[src/rtl/lens_motor_arbiter_if.sv]
// -----------------------------------------------------------------------------
// lens_motor_arbiter_if
// Bundles the request/grant signals exchanged between the requesters (camera
// command decoder, AF trigger/engine, motor driver status) and the lens motor
// arbiter.
//   master : requester side - drives requests and motor status, sees grants
//   slave  : arbiter side   - samples requests, drives grants and status
// Signals:
//   zoom_req, focus_req, af_req : level requests (af_req rising edge arms AF)
//   af_done                     : one-cycle pulse, AF search finished
//   motor_busy                  : driver still moving, holds settle open
//   grant_zoom/focus/af         : one-hot ownership of the motor
//   motor_sel                   : 00 none, 01 zoom, 10 focus, 11 AF
//   settle_busy                 : settle window active
//   af_pending                  : AF armed, waiting for a grant
//   af_timeout                  : one-cycle pulse on AF timeout abort
// -----------------------------------------------------------------------------
interface lens_motor_arbiter_if;
  logic       zoom_req;
  logic       focus_req;
  logic       af_req;
  logic       af_done;
  logic       motor_busy;
  logic       grant_zoom;
  logic       grant_focus;
  logic       grant_af;
  logic [1:0] motor_sel;
  logic       settle_busy;
  logic       af_pending;
  logic       af_timeout;

  modport master (
    output zoom_req, focus_req, af_req, af_done, motor_busy,
    input  grant_zoom, grant_focus, grant_af, motor_sel,
           settle_busy, af_pending, af_timeout
  );

  modport slave (
    input  zoom_req, focus_req, af_req, af_done, motor_busy,
    output grant_zoom, grant_focus, grant_af, motor_sel,
           settle_busy, af_pending, af_timeout
  );
endinterface

[src/rtl/lens_motor_arbiter.sv]
// -----------------------------------------------------------------------------
// lens_motor_arbiter
// Fixed-priority arbiter for the shared lens motor driver. Priority is
// zoom > manual focus > auto-focus. Every release passes through a settle
// window (extended while the driver reports motor_busy) before the next
// arbitration. A zoom release re-arms AF so focus is re-acquired after a
// zoom move; manual focus cancels a pending AF.
//
// Optional build macro: LENS_AF_TIMEOUT_EN
//   defined   : AF grants are bounded to AF_TIMEOUT cycles; on expiry
//               af_timeout pulses, the motor is released and AF is not rearmed.
//   undefined : no timeout counter, af_timeout tied low.
//
// Ports:
//   clk  : system clock
//   rst  : asynchronous active-low reset
//   bus  : lens_motor_arbiter_if.slave (requests in, grants/status out)
// All outputs are registered; a request sampled in cycle N is granted in N+1.
// -----------------------------------------------------------------------------
module lens_motor_arbiter #(
  parameter int unsigned SETTLE_CYCLES = 2950000,
  parameter int unsigned AF_TIMEOUT    = 59000000,
  parameter int          CNT_W         = 32
) (
  input  logic                 clk,
  input  logic                 rst,
  lens_motor_arbiter_if.slave  bus
);

  typedef enum logic [2:0] {
    S_IDLE,
    S_ZOOM,
    S_FOCUS,
    S_AF,
    S_SETTLE
  } state_t;

  // A zero-length settle window would let a grant follow a release with no
  // mechanical rest at all, so it is stretched to one cycle.
  localparam int unsigned     SETTLE_EFF  = (SETTLE_CYCLES == 0) ? 1 : SETTLE_CYCLES;
  localparam logic [CNT_W-1:0] SETTLE_LAST = CNT_W'(SETTLE_EFF - 1);

  state_t           state_q, state_d;
  logic [CNT_W-1:0] settle_cnt_q, settle_cnt_d;
  logic             af_pending_q, af_pending_d;
  logic             af_timeout_d;
  logic             af_req_q;
  logic             af_rise;

  logic             grant_zoom_q;
  logic             grant_focus_q;
  logic             grant_af_q;
  logic [1:0]       motor_sel_q;
  logic             settle_busy_q;
  logic             af_timeout_q;

`ifdef LENS_AF_TIMEOUT_EN
  localparam logic [CNT_W-1:0] AF_LAST = CNT_W'(AF_TIMEOUT - 1);
  logic [CNT_W-1:0] tmo_cnt_q, tmo_cnt_d;
`else
  // AF_TIMEOUT has no effect in this build; the block only references it.
  if (AF_TIMEOUT == 0) begin : g_af_timeout_unused
  end
`endif

  assign af_rise = bus.af_req & ~af_req_q;

  // NOTE: every signal written here gets a default before the case so that no
  // path leaves it unassigned; otherwise synthesis infers a latch.
  always_comb begin
    state_d      = state_q;
    settle_cnt_d = '0;  // counter is zero whenever not settling
    af_pending_d = af_pending_q;
    af_timeout_d = 1'b0;
`ifdef LENS_AF_TIMEOUT_EN
    tmo_cnt_d    = '0;
`endif

    // Manual focus owns the lens, so an AF trigger during it is dropped.
    if (af_rise && (state_q != S_FOCUS)) af_pending_d = 1'b1;

    case (state_q)
      S_IDLE: begin
        if (bus.zoom_req) begin
          state_d = S_ZOOM;
        end else if (bus.focus_req) begin
          state_d      = S_FOCUS;
          af_pending_d = 1'b0;
        end else if (af_pending_q) begin
          state_d      = S_AF;
          af_pending_d = 1'b0;
        end
      end

      S_ZOOM: begin
        if (!bus.zoom_req) begin
          state_d      = S_SETTLE;
          af_pending_d = 1'b1;  // refocus after every zoom move
        end
      end

      S_FOCUS: begin
        if (!bus.focus_req) state_d = S_SETTLE;
      end

      S_AF: begin
        // Preemption is checked before af_done so a zoom landing on the
        // same cycle as completion still rearms AF.
        if (bus.zoom_req) begin
          state_d      = S_SETTLE;
          af_pending_d = 1'b1;
        end else if (bus.focus_req || bus.af_done) begin
          state_d = S_SETTLE;
`ifdef LENS_AF_TIMEOUT_EN
        end else if (tmo_cnt_q == AF_LAST) begin
          state_d      = S_SETTLE;
          af_timeout_d = 1'b1;
          af_pending_d = 1'b0;  // an aborted search is not retried
        end else begin
          tmo_cnt_d = tmo_cnt_q + CNT_W'(1);
`endif
        end
      end

      S_SETTLE: begin
        // At terminal count the counter parks until the driver is idle.
        if (settle_cnt_q == SETTLE_LAST) begin
          settle_cnt_d = settle_cnt_q;
          if (!bus.motor_busy) state_d = S_IDLE;
        end else begin
          settle_cnt_d = settle_cnt_q + CNT_W'(1);
        end
      end

      default: state_d = S_IDLE;
    endcase

    if (state_d != S_SETTLE) settle_cnt_d = '0;
  end

  // NOTE: state is updated with non-blocking assignments so every register
  // samples the pre-edge values, independent of statement order.
  always_ff @(posedge clk or negedge rst) begin
    if (!rst) begin
      state_q       <= S_IDLE;
      settle_cnt_q  <= '0;
      af_pending_q  <= 1'b0;
      af_req_q      <= 1'b0;
      grant_zoom_q  <= 1'b0;
      grant_focus_q <= 1'b0;
      grant_af_q    <= 1'b0;
      motor_sel_q   <= 2'b00;
      settle_busy_q <= 1'b0;
      af_timeout_q  <= 1'b0;
`ifdef LENS_AF_TIMEOUT_EN
      tmo_cnt_q     <= '0;
`endif
    end else begin
      state_q       <= state_d;
      settle_cnt_q  <= settle_cnt_d;
      af_pending_q  <= af_pending_d;
      af_req_q      <= bus.af_req;
      // Outputs are decoded from the next state so they line up with it.
      grant_zoom_q  <= (state_d == S_ZOOM);
      grant_focus_q <= (state_d == S_FOCUS);
      grant_af_q    <= (state_d == S_AF);
      settle_busy_q <= (state_d == S_SETTLE);
      af_timeout_q  <= af_timeout_d;
      case (state_d)
        S_ZOOM:  motor_sel_q <= 2'b01;
        S_FOCUS: motor_sel_q <= 2'b10;
        S_AF:    motor_sel_q <= 2'b11;
        default: motor_sel_q <= 2'b00;
      endcase
`ifdef LENS_AF_TIMEOUT_EN
      tmo_cnt_q     <= tmo_cnt_d;
`endif
    end
  end

  assign bus.grant_zoom  = grant_zoom_q;
  assign bus.grant_focus = grant_focus_q;
  assign bus.grant_af    = grant_af_q;
  assign bus.motor_sel   = motor_sel_q;
  assign bus.settle_busy = settle_busy_q;
  assign bus.af_pending  = af_pending_q;
  assign bus.af_timeout  = af_timeout_q;

endmodule

[src/flat_wrapper.sv]
// flat-port wrapper written by rule: the top's interface ports become plain ports
module lens_motor_arbiter_flat 
#(
  parameter int unsigned SETTLE_CYCLES = 2950000,
  parameter int unsigned AF_TIMEOUT    = 59000000,
  parameter int          CNT_W         = 32
)
  (clk, rst, bus_zoom_req, bus_focus_req, bus_af_req, bus_af_done, bus_motor_busy, bus_grant_zoom, bus_grant_focus, bus_grant_af, bus_motor_sel, bus_settle_busy, bus_af_pending, bus_af_timeout);
  lens_motor_arbiter_if bus_i ();
  input  logic clk;
  input  logic rst;
  input wire logic [$bits(bus_i.zoom_req)-1:0] bus_zoom_req;
  input wire logic [$bits(bus_i.focus_req)-1:0] bus_focus_req;
  input wire logic [$bits(bus_i.af_req)-1:0] bus_af_req;
  input wire logic [$bits(bus_i.af_done)-1:0] bus_af_done;
  input wire logic [$bits(bus_i.motor_busy)-1:0] bus_motor_busy;
  output wire logic [$bits(bus_i.grant_zoom)-1:0] bus_grant_zoom;
  output wire logic [$bits(bus_i.grant_focus)-1:0] bus_grant_focus;
  output wire logic [$bits(bus_i.grant_af)-1:0] bus_grant_af;
  output wire logic [$bits(bus_i.motor_sel)-1:0] bus_motor_sel;
  output wire logic [$bits(bus_i.settle_busy)-1:0] bus_settle_busy;
  output wire logic [$bits(bus_i.af_pending)-1:0] bus_af_pending;
  output wire logic [$bits(bus_i.af_timeout)-1:0] bus_af_timeout;
  assign bus_i.zoom_req = bus_zoom_req;
  assign bus_i.focus_req = bus_focus_req;
  assign bus_i.af_req = bus_af_req;
  assign bus_i.af_done = bus_af_done;
  assign bus_i.motor_busy = bus_motor_busy;
  assign bus_grant_zoom = bus_i.grant_zoom;
  assign bus_grant_focus = bus_i.grant_focus;
  assign bus_grant_af = bus_i.grant_af;
  assign bus_motor_sel = bus_i.motor_sel;
  assign bus_settle_busy = bus_i.settle_busy;
  assign bus_af_pending = bus_i.af_pending;
  assign bus_af_timeout = bus_i.af_timeout;
  lens_motor_arbiter #(.SETTLE_CYCLES(SETTLE_CYCLES), .AF_TIMEOUT(AF_TIMEOUT), .CNT_W(CNT_W)) u_core (.clk(clk), .rst(rst), .bus(bus_i));
endmodule
[config.mk]
export PLATFORM = sky130hd
export DESIGN_NAME = lens_motor_arbiter_flat
export DESIGN_NICKNAME = d
export VERILOG_FILES = /design/src/rtl/lens_motor_arbiter_if.sv /design/src/rtl/lens_motor_arbiter.sv /design/src/flat_wrapper.sv
export SDC_FILE = /design/constraint.sdc
export NUM_CORES = 1
export LEC_CHECK = 0
export CORE_UTILIZATION = 50
export DETAILED_ROUTE_END_ITERATION = 8
export PLACE_DENSITY_LB_ADDON = 0.2
export SLEW_MARGIN = 25
export SYNTH_ARGS = -nofsm -noshare
export SYNTH_HDL_FRONTEND = slang
export SYNTH_SLANG_ARGS = --single-unit
[constraint.sdc]
create_clock -name clk -period 4.48 [get_ports clk]
set_input_delay 0.448 -clock clk [delete_from_list [all_inputs] [get_ports clk]]
set_output_delay 0.448 -clock clk [all_outputs]
set_load 0.05 [all_outputs]
==> results of run 1 <==
[through the flow]
step	hold WS (ps)	std cells	worst slack (ps)
2_1_floorplan	152	215	2070
3_3_place_gp	521	271	1500
3_5_place_dp	528	271	1440
4_1_cts	320	278	1410
5_1_grt	169	278	1260
6_report	128	278	1440
[synth_stat cells (all sizes together), types with 2 or more instances]
master	count
nand4	12
inv	6
clkbuf	3
buf	4
nand3	20
and4	2
nor2	37
o21ai	2
or3	4
o22ai	2
a31oi	2
nor4	5
nor3	4
xnor2	5
and3	4
a21oi	6
xor2	24
dfrtp	43
or4	2
nand2	14
[state kept, by name (all words and copies together), names as in the netlist]
signal / flops
u_core.bus.grant_zoom: 1
u_core.bus.settle_busy: 1
u_core.bus.grant_af: 1
u_core.bus.motor_sel: 2
u_core.bus.grant_focus: 1
u_core.settle_cnt_q: 32
u_core.state_q: 3
u_core.bus.af_pending: 1
u_core.af_req_q: 1
[final cells by class]
type,instances,area share
inverter,6,0.00952
clock inverter,1,0.0127
clock buffer,6,0.0307
sequential,43,0.455
multi-input combinational,159,0.412
tap,50,0.0265
timing repair buffer,13,0.0540
[layout by cell type, fill, tap and decap left out, drive strengths merged]
| cell | count |
|---|---|
| a21o | 1 |
| a21oi | 6 |
| a31oi | 2 |
| and2 | 1 |
| and3 | 4 |
| and4 | 2 |
| buf | 1 |
| bufinv | 1 |
| clkbuf | 6 |
| clkdlybuf4s50 | 12 |
| conb | 1 |
| dfrtp | 43 |
| ha | 1 |
| inv | 6 |
| nand2 | 14 |
| nand2b | 1 |
| nand3 | 20 |
| nand3b | 1 |
| nand4 | 12 |
| nand4b | 1 |
| nor2 | 37 |
| nor2b | 1 |
| nor3 | 4 |
| nor3b | 1 |
| nor4 | 5 |
| nor4b | 1 |
| o211ai | 1 |
| o21a | 1 |
| o21ai | 2 |
| o22ai | 2 |
| o2bb2ai | 1 |
| or3 | 4 |
| or4 | 2 |
| or4b | 1 |
| xnor2 | 5 |
| xor2 | 24 |
[metal layers]
metal | global-route usage | wire, um
met1 | 0.283 | 1920
met2 | 0.284 | 1760
met3 | 0.0599 | 121
met4 | 0.0718 | 61
met5 | 0 | 0
[cell families after synthesis]
logic type      Yosys count
flops                    43
compound gates           16
simple gates            112
buf+inv                  13
fa+ha+maj                 1
other cells               1
xor+xnor                 29
[worst max path at each step]
stage | from | end | slack, ps | cells after the start
3_5_place_dp | u_core.settle_cnt_q[13] | u_core.settle_cnt_q[21] | 1440 | 5
5_1_grt | u_core.settle_cnt_q[10] | u_core.bus.settle_busy | 1260 | 5
2_1_floorplan | u_core.settle_cnt_q[10] | u_core.bus.settle_busy | 2070 | 7
4_1_cts | u_core.settle_cnt_q[13] | u_core.settle_cnt_q[21] | 1410 | 5
6_report | u_core.settle_cnt_q[13] | u_core.settle_cnt_q[21] | 1440 | 5
3_3_place_gp | u_core.settle_cnt_q[10] | u_core.bus.settle_busy | 1500 | 5
[worst max-delay path, cell delays in order, from the launching register on]
cell and delay, ps:
sky130_fd_sc_hd__dfrtp_1 460, sky130_fd_sc_hd__or4b_1 510, sky130_fd_sc_hd__or4_4 540, sky130_fd_sc_hd__nor4_4 450, sky130_fd_sc_hd__a21o_1 790, sky130_fd_sc_hd__nor2_1 130
[where the power goes]
part           total, mW  internal [mW]  switching (mW)
logic              0.296         0.0924           0.204
clock network      0.287          0.163           0.124
registers          0.471          0.433          0.0384
==> metrics.log, run 1 <==
[metrics] run status: finished clean
[metrics] final count of negative-setup-slack endpoints: 0
[metrics] setup tns final: 0 ps
[metrics] ratio of total power to cell area: 446 nW/um2
[metrics] Ports: 15
[metrics] full die area: around 4500 um2
[metrics] remaining design rule violation count: 0
[metrics] post-synthesis compound-gate area fraction: 0.0457
[metrics] main flop type after synthesis: sky130_fd_sc_hd__dfrtp_1
[metrics] IR drop worst, VDD: 0.315 mV
[metrics] reg2reg setup slack: ~1400 ps
[metrics] maximum level of the CTS H-tree: 2
[metrics] die width: approximately 67 um
[metrics] GRT Resource Usage Total: 0.199
[metrics] Synth Area in XOR/XNOR: 0.120
[metrics] clock tree from TritonCTS: built
[metrics] simple-gate share of the synthesized area: 0.281
[metrics] row cnt: 23
[metrics] Slew Viols, Final: 0
[metrics] overall power of the completed layout: 1.05 mW
[metrics] number of input and output port buffers inserted: 13
[metrics] number of global-route vias before repair: between 1000 and 1500
[metrics] wirelength, routed: between 3000 and 4000 um
[metrics] path depth of the worst reg2reg path: 5
[metrics] CTS Buf Count: 5
[metrics] half-perimeter wire length after detailed placement: 2600 um
[metrics] count of synthesis-stage warnings from yosys: 0
[metrics] Starting Density: 0.523
[metrics] area of the multi-input gates: 973 um2
[metrics] global-route wire length before repair: around 6500 um
[metrics] Via-to-Cell Ratio: 5.60
[metrics] path class of the lowest-slack min-delay path: in -> async
[metrics] root buffer cell: sky130_fd_sc_hd__clkbuf_8
[metrics] number of antenna violations at the first check in global routing: 0
[metrics] worst relative slew slack: 0.313
[metrics] maximum number of pins on one net before global-route repair: between 40 and 50
[metrics] synth top area cells: sky130_fd_sc_hd__dfrtp_1 (51%), sky130_fd_sc_hd__xor2_1 (10%), sky130_fd_sc_hd__nor2_1 (6.6%)
[metrics] clock latency on the worst-skew pair: around 290 ps
[metrics] register area: 1080 um2
[metrics] category of the critical setup timing path: reg -> reg
[metrics] top cell type's share of synthesized area: 0.510
[metrics] transition time of the tightest slew-check pin: 1020 ps
[metrics] Chip Height: 66.9 um
[metrics] clock transition at the registers of the reported paths: roughly 80 ps
[metrics] cell taking the most area after synthesis: sky130_fd_sc_hd__dfrtp_1
[metrics] worst r2r dst: u_core.settle_cnt_q[21]
[metrics] synthesized-area fraction occupied by adder cells: 0.00593
[metrics] arrival time of the worst setup path: ~3200 ps
[metrics] maximum fanout count along the critical path: 29
[metrics] post-synthesis mux area share: 0
[metrics] synthesized cell area: approximately 2100 um2
[metrics] first-pass iteration count of the detailed router: 4
[metrics] Setup Fix Bufs, Post-CTS: 0
[metrics] Critical Path End Type: flop
[metrics] final period demand of the worst path: roughly 3000 ps
[metrics] ANT cells: 0
[metrics] weighted congestion at the end of routability-driven global placement: 0.777
[metrics] Post-Syn Instances: about 220
[metrics] worst-case clock buffer depth: 2
[metrics] aggregate global routing overflow: 0
[metrics] Mapped Nets: between 200 and 250
[metrics] setup clock skew after layout: between 8 and 9 ps
[metrics] crit path launch type: flop
[metrics] Layout Area Growth over Synthesis: 12.2%
[metrics] post-route antenna net violation count: 0
[metrics] Critical R2R Launch: u_core.settle_cnt_q[13]
[metrics] area of placed instances: approximately 2300 um2
[metrics] Total Nets Final: about 240
[metrics] Std-Cell Core Area: just over 4000 um2
[metrics] number of enable-type register cells in the synthesized netlist: 0
[metrics] number of DRC violations after detailed-routing iteration 0: 84
[metrics] final design instance area without fill: 2360 um2
[metrics] # hold bufs at CTS: 0
[metrics] highest clock rate: roughly 0.33 GHz
[metrics] count of max-cap constraint violations: 0
[metrics] number of sinks on the clock net: 43
[metrics] share of the core filled with cells in the final layout: 0.587
[metrics] CP required: around 4600 ps
[metrics] unrepaired setup endpoints after global routing: no
[metrics] Async SR Flop Fraction: 1.00
[metrics] average detailed-routed wire length per instance: 13.9 um
[metrics] count of final hold-check violations: 0
[metrics] leakage power of the design: a little under 1 nW
[metrics] combinational family with the most area after synthesis: simple AND/OR/NAND/NOR gates
[metrics] Filler Cell Count: 347
[metrics] sequential-to-total area share from yosys stat: 0.510
[metrics] fraction of final layout cells with drive strength greater than 1: 0.0526
[metrics] Yosys cell types: 40
[metrics] period utilization: 0.678
[metrics] synthesized area per cell: just under 10 um2
[metrics] number of synthesized register bits: between 40 and 50
[metrics] post-CTS sizing: 0
[metrics] vias after detailed routing: 1557
Power figures use the tool's default switching activity.
==> run 2, diff against run 1 <==
==> constraint.sdc (replaced) <==
create_clock -name clk -period 2.9 [get_ports clk]
set_input_delay 0.29 -clock clk [delete_from_list [all_inputs] [get_ports clk]]
set_output_delay 0.29 -clock clk [all_outputs]
set_load 0.05 [all_outputs]
==> metrics.log, run 2 (synthesis results as in run 1) <==
[metrics] Critical Path End Type: flop
[metrics] Critical R2R Launch: u_core.settle_cnt_q[10]
[metrics] number of flip-flops in the largest register: 32
[metrics] clock latency on the worst-skew pair: approximately 290 ps
[metrics] path class of the lowest-slack min-delay path: in -> async
[metrics] die width: approximately 67 um
[metrics] Ports: 15
[metrics] full die area: 4480 um2
[metrics] reg2reg setup slack: about 440 ps
[metrics] post-route antenna net violation count: 0
[metrics] power share of the sequential group: 0.468
[metrics] portion of total power attributed to the clock network: 0.231
[metrics] Std-Cell Core Area: 4030 um2
[metrics] remaining design rule violation count: 0
[metrics] post-CTS sizing: 0
[metrics] maximum level of the CTS H-tree: 2
[metrics] wirelength, routed: between 3000 and 4000 um
[metrics] leakage power of the design: just under 1 nW
[metrics] number of antenna violations at the first check in global routing: 0
[metrics] path depth of the worst reg2reg path: 6
[metrics] transition time of the tightest slew-check pin: just over 500 ps
[metrics] Int Pwr: approximately 1 mW
[metrics] total placed cells including tap cells: approximately 280
[metrics] commonest non-fill, non-tap cell in the layout: sky130_fd_sc_hd__dfrtp_1
[metrics] Total Nets Final: 241
[metrics] first-pass iteration count of the detailed router: 4
[metrics] count of max-cap constraint violations: 0
[metrics] IR drop worst, VDD: between 0.5 and 0.6 mV
[metrics] category of the critical setup timing path: reg -> reg
[metrics] Slew Viols, Final: 0
[metrics] top library cells by usage in the layout, fill and taps aside: sky130_fd_sc_hd__dfrtp_1 (43), sky130_fd_sc_hd__nor2_1 (37), sky130_fd_sc_hd__xor2_1 (24)
[metrics] number of sinks on the clock net: 43
[metrics] ANT cells: 0
[metrics] aggregate global routing overflow: 0
[metrics] GRT Resource Usage Total: 0.201
[metrics] CTS Buf Count: 5
[metrics] clock tree from TritonCTS: built
[metrics] period utilization: 0.848
[metrics] CP required: 3070 ps
[metrics] average detailed-routed wire length per instance: 13.4 um
[metrics] worst relative slew slack: 0.656
[metrics] Largest Register: u_core.settle_cnt_q
[metrics] final period demand of the worst path: between 2000 and 2500 ps
[metrics] # hold bufs at CTS: 0
[metrics] clock transition at the registers of the reported paths: approximately 80 ps
[metrics] non-filler cells in the finished layout: 284
[metrics] crit path launch type: flop
[metrics] Net Switching: 0.568 mW
[metrics] maximum number of pins on one net before global-route repair: 44
[metrics] Layout Area Growth over Synthesis: 12.3%
[metrics] row cnt: 23
[metrics] global-route wire length before repair: approximately 6500 um
[metrics] number of input and output port buffers inserted: 13
[metrics] final count of negative-setup-slack endpoints: 0
[metrics] maximum fanout count along the critical path: 28
[metrics] worst-case clock buffer depth: 2
[metrics] worst r2r dst: u_core.settle_cnt_q[12]
[metrics] share of power burned in combinational logic: 0.302
[metrics] weighted congestion at the end of routability-driven global placement: a little under 0.8
[metrics] ratio of total power to cell area: 657 nW/um2
[metrics] vias after detailed routing: 1471
[metrics] Setup Fix Bufs, Post-CTS: 0
[metrics] number of DRC violations after detailed-routing iteration 0: 147
[metrics] setup clock skew after layout: about 6.6 ps
[metrics] setup tns final: 0 ps
[metrics] Switching Share: 0.365
[metrics] fraction of final layout cells with drive strength greater than 1: 0.0684
[metrics] root buffer cell: sky130_fd_sc_hd__clkbuf_8
[metrics] Chip Height: 66.9 um
[metrics] Starting Density: 0.523
[metrics] half-perimeter wire length after detailed placement: 2600 um
[metrics] Filler Cell Count: 377
[metrics] count of final hold-check violations: 43
[metrics] final hold slack: -37.5 ps
[metrics] number of global-route vias before repair: 1357
[metrics] unrepaired setup endpoints after global routing: no
[metrics] highest clock rate: just over 0.4 GHz
[metrics] run status: finished with violations
[metrics] arrival time of the worst setup path: around 2600 ps
[metrics] Via-to-Cell Ratio: around 5.2
[metrics] violations in the final reports: hold timing
-- run 2: layout make-up --
| class | instances | area (um2) | share of cell area |
|---|---|---|---|
| Tap cell | 50 | 62.6 | 0.0264 |
| Multi-Input combinational cell | 159 | 960 | 0.405 |
| Inverter | 6 | 22.5 | 0.00951 |
| Clock buffer | 7 | 76.3 | 0.0322 |
| Timing Repair Buffer | 18 | 165 | 0.0698 |
| Sequential cell | 43 | 1080 | 0.455 |
| Clock inverter | 1 | 5.00 | 0.00211 |
-- run 2: metrics by stage --
stage          area [um2]  hold slack, ps  worst slack, ps  power (mW)   util
3_3_place_gp         2280             490              486        1.20  0.567
3_5_place_dp         2280             481              454        1.21  0.567
6_report             2370           -37.5              442        1.56  0.588
2_1_floorplan        2110           -5.59              494        1.08      -
4_1_cts              2360             161              439        1.57  0.587
5_1_grt              2370            8.75              316        1.64  0.588
-- run 2: worst max-delay path by stage --
stage	from	endpoint	slack, ps	depth (start not counted)
after global placement	u_core.settle_cnt_q[10]	u_core.bus.settle_busy	490	6
after detailed placement	u_core.settle_cnt_q[12]	u_core.settle_cnt_q[12]	450	6
after global routing	u_core.settle_cnt_q[12]	u_core.settle_cnt_q[12]	320	6
final	u_core.settle_cnt_q[10]	u_core.settle_cnt_q[12]	440	6
after floorplan	u_core.settle_cnt_q[10]	u_core.bus.settle_busy	490	7
after CTS	u_core.settle_cnt_q[10]	u_core.settle_cnt_q[12]	440	6
-- run 2: worst max-delay path, cell delays in order, from the launching register on --
cell,delay (ps)
sky130_fd_sc_hd__dfrtp_1,410
sky130_fd_sc_hd__or4b_1,530
sky130_fd_sc_hd__or4_4,540
sky130_fd_sc_hd__nor4_4,280
sky130_fd_sc_hd__a21o_1,170
sky130_fd_sc_hd__buf_4,300
sky130_fd_sc_hd__nor2_1,100
-- run 2: routing by layer --
layer | part of all wire | global-route usage | routed length, um
met4 | 0.013 | 0.0798 | 49
met5 | 0 | 0 | 0
met3 | 0.026 | 0.0514 | 98
met1 | 0.53 | 0.302 | 2030
met2 | 0.43 | 0.269 | 1630
-- run 2: power groups by stage --
stage	combinational (mW)	clock [mW]	sequential, mW
detailed placement	0.468	0	0.738
CTS	0.470	0.373	0.726
floorplan	0.218	0	0.864
global route	0.504	0.401	0.738
finish	0.470	0.359	0.727
global placement	0.467	0	0.738
==> run 3, diff against run 2 <==
==> constraint.sdc (replaced) <==
create_clock -name clk -period 2.5 [get_ports clk]
set_input_delay 0.25 -clock clk [delete_from_list [all_inputs] [get_ports clk]]
set_output_delay 0.25 -clock clk [all_outputs]
set_load 0.05 [all_outputs]
==> metrics.log, run 3 (synthesis results as in run 1) <==
[metrics] Largest Register: u_core.settle_cnt_q
[metrics] final design instance area without fill: between 2000 and 2500 um2
[metrics] non-filler cells in the finished layout: 289
[metrics] run status: finished clean
[metrics] Slew Viols, Final: 0
[metrics] area of placed instances: approximately 2300 um2
[metrics] period utilization: 0.950
[metrics] first-pass iteration count of the detailed router: 4
[metrics] unrepaired setup endpoints after global routing: no
[metrics] post-route antenna net violation count: 0
[metrics] IR drop worst, VDD: roughly 0.66 mV
[metrics] Slowest Stage Delay on Critical Path: between 500 and 600 ps
[metrics] maximum fanout count along the critical path: 29
[metrics] leakage power of the design: 1.05 nW
[metrics] die width: between 60 and 70 um
[metrics] setup tns final: 0 ps
[metrics] number of DRC violations after detailed-routing iteration 0: 116
[metrics] Filler Cell Count: between 300 and 400
[metrics] Starting Density: 0.523
[metrics] final period demand of the worst path: ~2400 ps
[metrics] half-perimeter wire length after detailed placement: 2690 um
[metrics] row cnt: 23
[metrics] ANT cells: 0
[metrics] remaining design rule violation count: 0
[metrics] clock tree from TritonCTS: built
[metrics] category of the critical setup timing path: reg -> reg
[metrics] vias after detailed routing: about 1600
[metrics] clock latency on the worst-skew pair: roughly 300 ps
[metrics] number of flip-flops in the largest register: 32
[metrics] family with the most delay on the worst path: simple AND/OR/NAND/NOR gates
[metrics] number of antenna violations at the first check in global routing: 0
[metrics] pre-CTS setup slack: 136 ps
[metrics] highest clock rate: 0.421 GHz
[metrics] worst relative slew slack: 0.652
[metrics] weighted congestion at the end of routability-driven global placement: between 0.7 and 0.8
[metrics] root buffer cell: sky130_fd_sc_hd__clkbuf_8
[metrics] path class of the lowest-slack min-delay path: in -> reg
[metrics] Layout Area Growth over Synthesis: 17.4%
[metrics] area of the multi-input gates: between 900 and 1000 um2
[metrics] average detailed-routed wire length per instance: approximately 13 um
[metrics] CTS Buf Count: 5
[metrics] setup clock skew after layout: ~9.3 ps
[metrics] maximum number of pins on one net before global-route repair: between 40 and 50
[metrics] final count of negative-setup-slack endpoints: 0
[metrics] Via-to-Cell Ratio: 5.55
[metrics] # hold bufs at CTS: 0
[metrics] wirelength, routed: roughly 3900 um
[metrics] arrival time of the worst setup path: about 2600 ps
[metrics] Setup Fix Bufs, Post-CTS: 0
[metrics] register area: 1080 um2
[metrics] cells along the critical path: or4b_1 -> or4_4 -> nor4_4 -> a21o_1 -> buf_12 -> nand2_1
[metrics] total placed cells including tap cells: between 200 and 300
[metrics] master of the slowest instance on the critical path: sky130_fd_sc_hd__or4b_1
[metrics] top library cells by usage in the layout, fill and taps aside: sky130_fd_sc_hd__dfrtp_1 (43), sky130_fd_sc_hd__nor2_1 (37), sky130_fd_sc_hd__xor2_1 (24)
[metrics] Setup WS post-layout: approximately 120 ps
[metrics] number of global-route vias before repair: approximately 1600
[metrics] Critical Path End Type: flop
[metrics] Total Nets Final: about 250
[metrics] number of input and output port buffers inserted: 13
[metrics] GRT Resource Usage Total: 0.210
[metrics] aggregate global routing overflow: 0
[metrics] post-CTS sizing: 0
[metrics] maximum level of the CTS H-tree: 2
[metrics] worst-case clock buffer depth: 2
[metrics] transition time of the tightest slew-check pin: 522 ps
[metrics] Ports: 15
[metrics] clock transition at the registers of the reported paths: ~80 ps
[metrics] Chip Height: 66.9 um
[metrics] buffering stage count on the worst path with inverters included: 1
[metrics] count of max-cap constraint violations: 0
[metrics] global-route wire length before repair: 6920 um
[metrics] fraction of final layout cells with drive strength greater than 1: 0.0921
[metrics] CP required: ~2700 ps
[metrics] Std-Cell Core Area: between 4000 and 5000 um2
[metrics] commonest non-fill, non-tap cell in the layout: sky130_fd_sc_hd__dfrtp_1
[metrics] number of sinks on the clock net: 43
[metrics] ratio of total power to cell area: around 830 nW/um2
[metrics] crit path launch type: flop
[metrics] full die area: ~4500 um2
[metrics] count of final hold-check violations: 0
==> run 3: path summary, 6_finish.rpt <==
kind | from | to | slack, ps | cells after the start
max | u_core.settle_cnt_q[10] | u_core.state_q[2] | 120 | 6
min | bus_af_req | u_core.af_req_q | 430 | 1
max reg2reg | u_core.settle_cnt_q[10] | u_core.state_q[2] | 120 | 6
min reg2reg | u_core.settle_cnt_q[19] | u_core.settle_cnt_q[19] | 560 | 2
max in group asynchronous | rst | u_core.settle_cnt_q[19] | 1670 | 2
min in group asynchronous | rst | u_core.settle_cnt_q[2] | 470 | 2
==> run 3: stage by stage <==
step | hold slack, ps | utilization | power [mW]
global route | 421 | 0.614 | 2.14
CTS | 118 | 0.611 | 2.07
detailed placement | 450 | 0.577 | 1.43
floorplan | -45.6 | - | 1.26
global placement | 446 | 0.577 | 1.42
finish | 425 | 0.614 | 2.04
==> run 3: area by class of cell <==
cell class                      instances  area share
Sequential cell                        43       0.435
Multi-Input combinational cell        159       0.388
Timing Repair Buffer                   23      0.0880
Clock buffer                            5      0.0278
Clock inverter                          3      0.0273
Tap cell                               50      0.0253
Inverter                                6     0.00910
==> run 3: where the power goes <==
part | switching (mW) | internal [mW]
registers | 0.0704 | 0.776
logic | 0.372 | 0.194
clock network | 0.233 | 0.398
total | 0.676 | 1.37
==> run 3: routing by layer <==
metal / routed length (um) / vias to the layer above / track usage
li1: - / 790 / -
met5: 0 / - / 0
met2: 1840 / 27 / 0.338
met4: 73 / 0 / 0.104
met3: 135 / 7 / 0.0394
met1: 1840 / 780 / 0.267
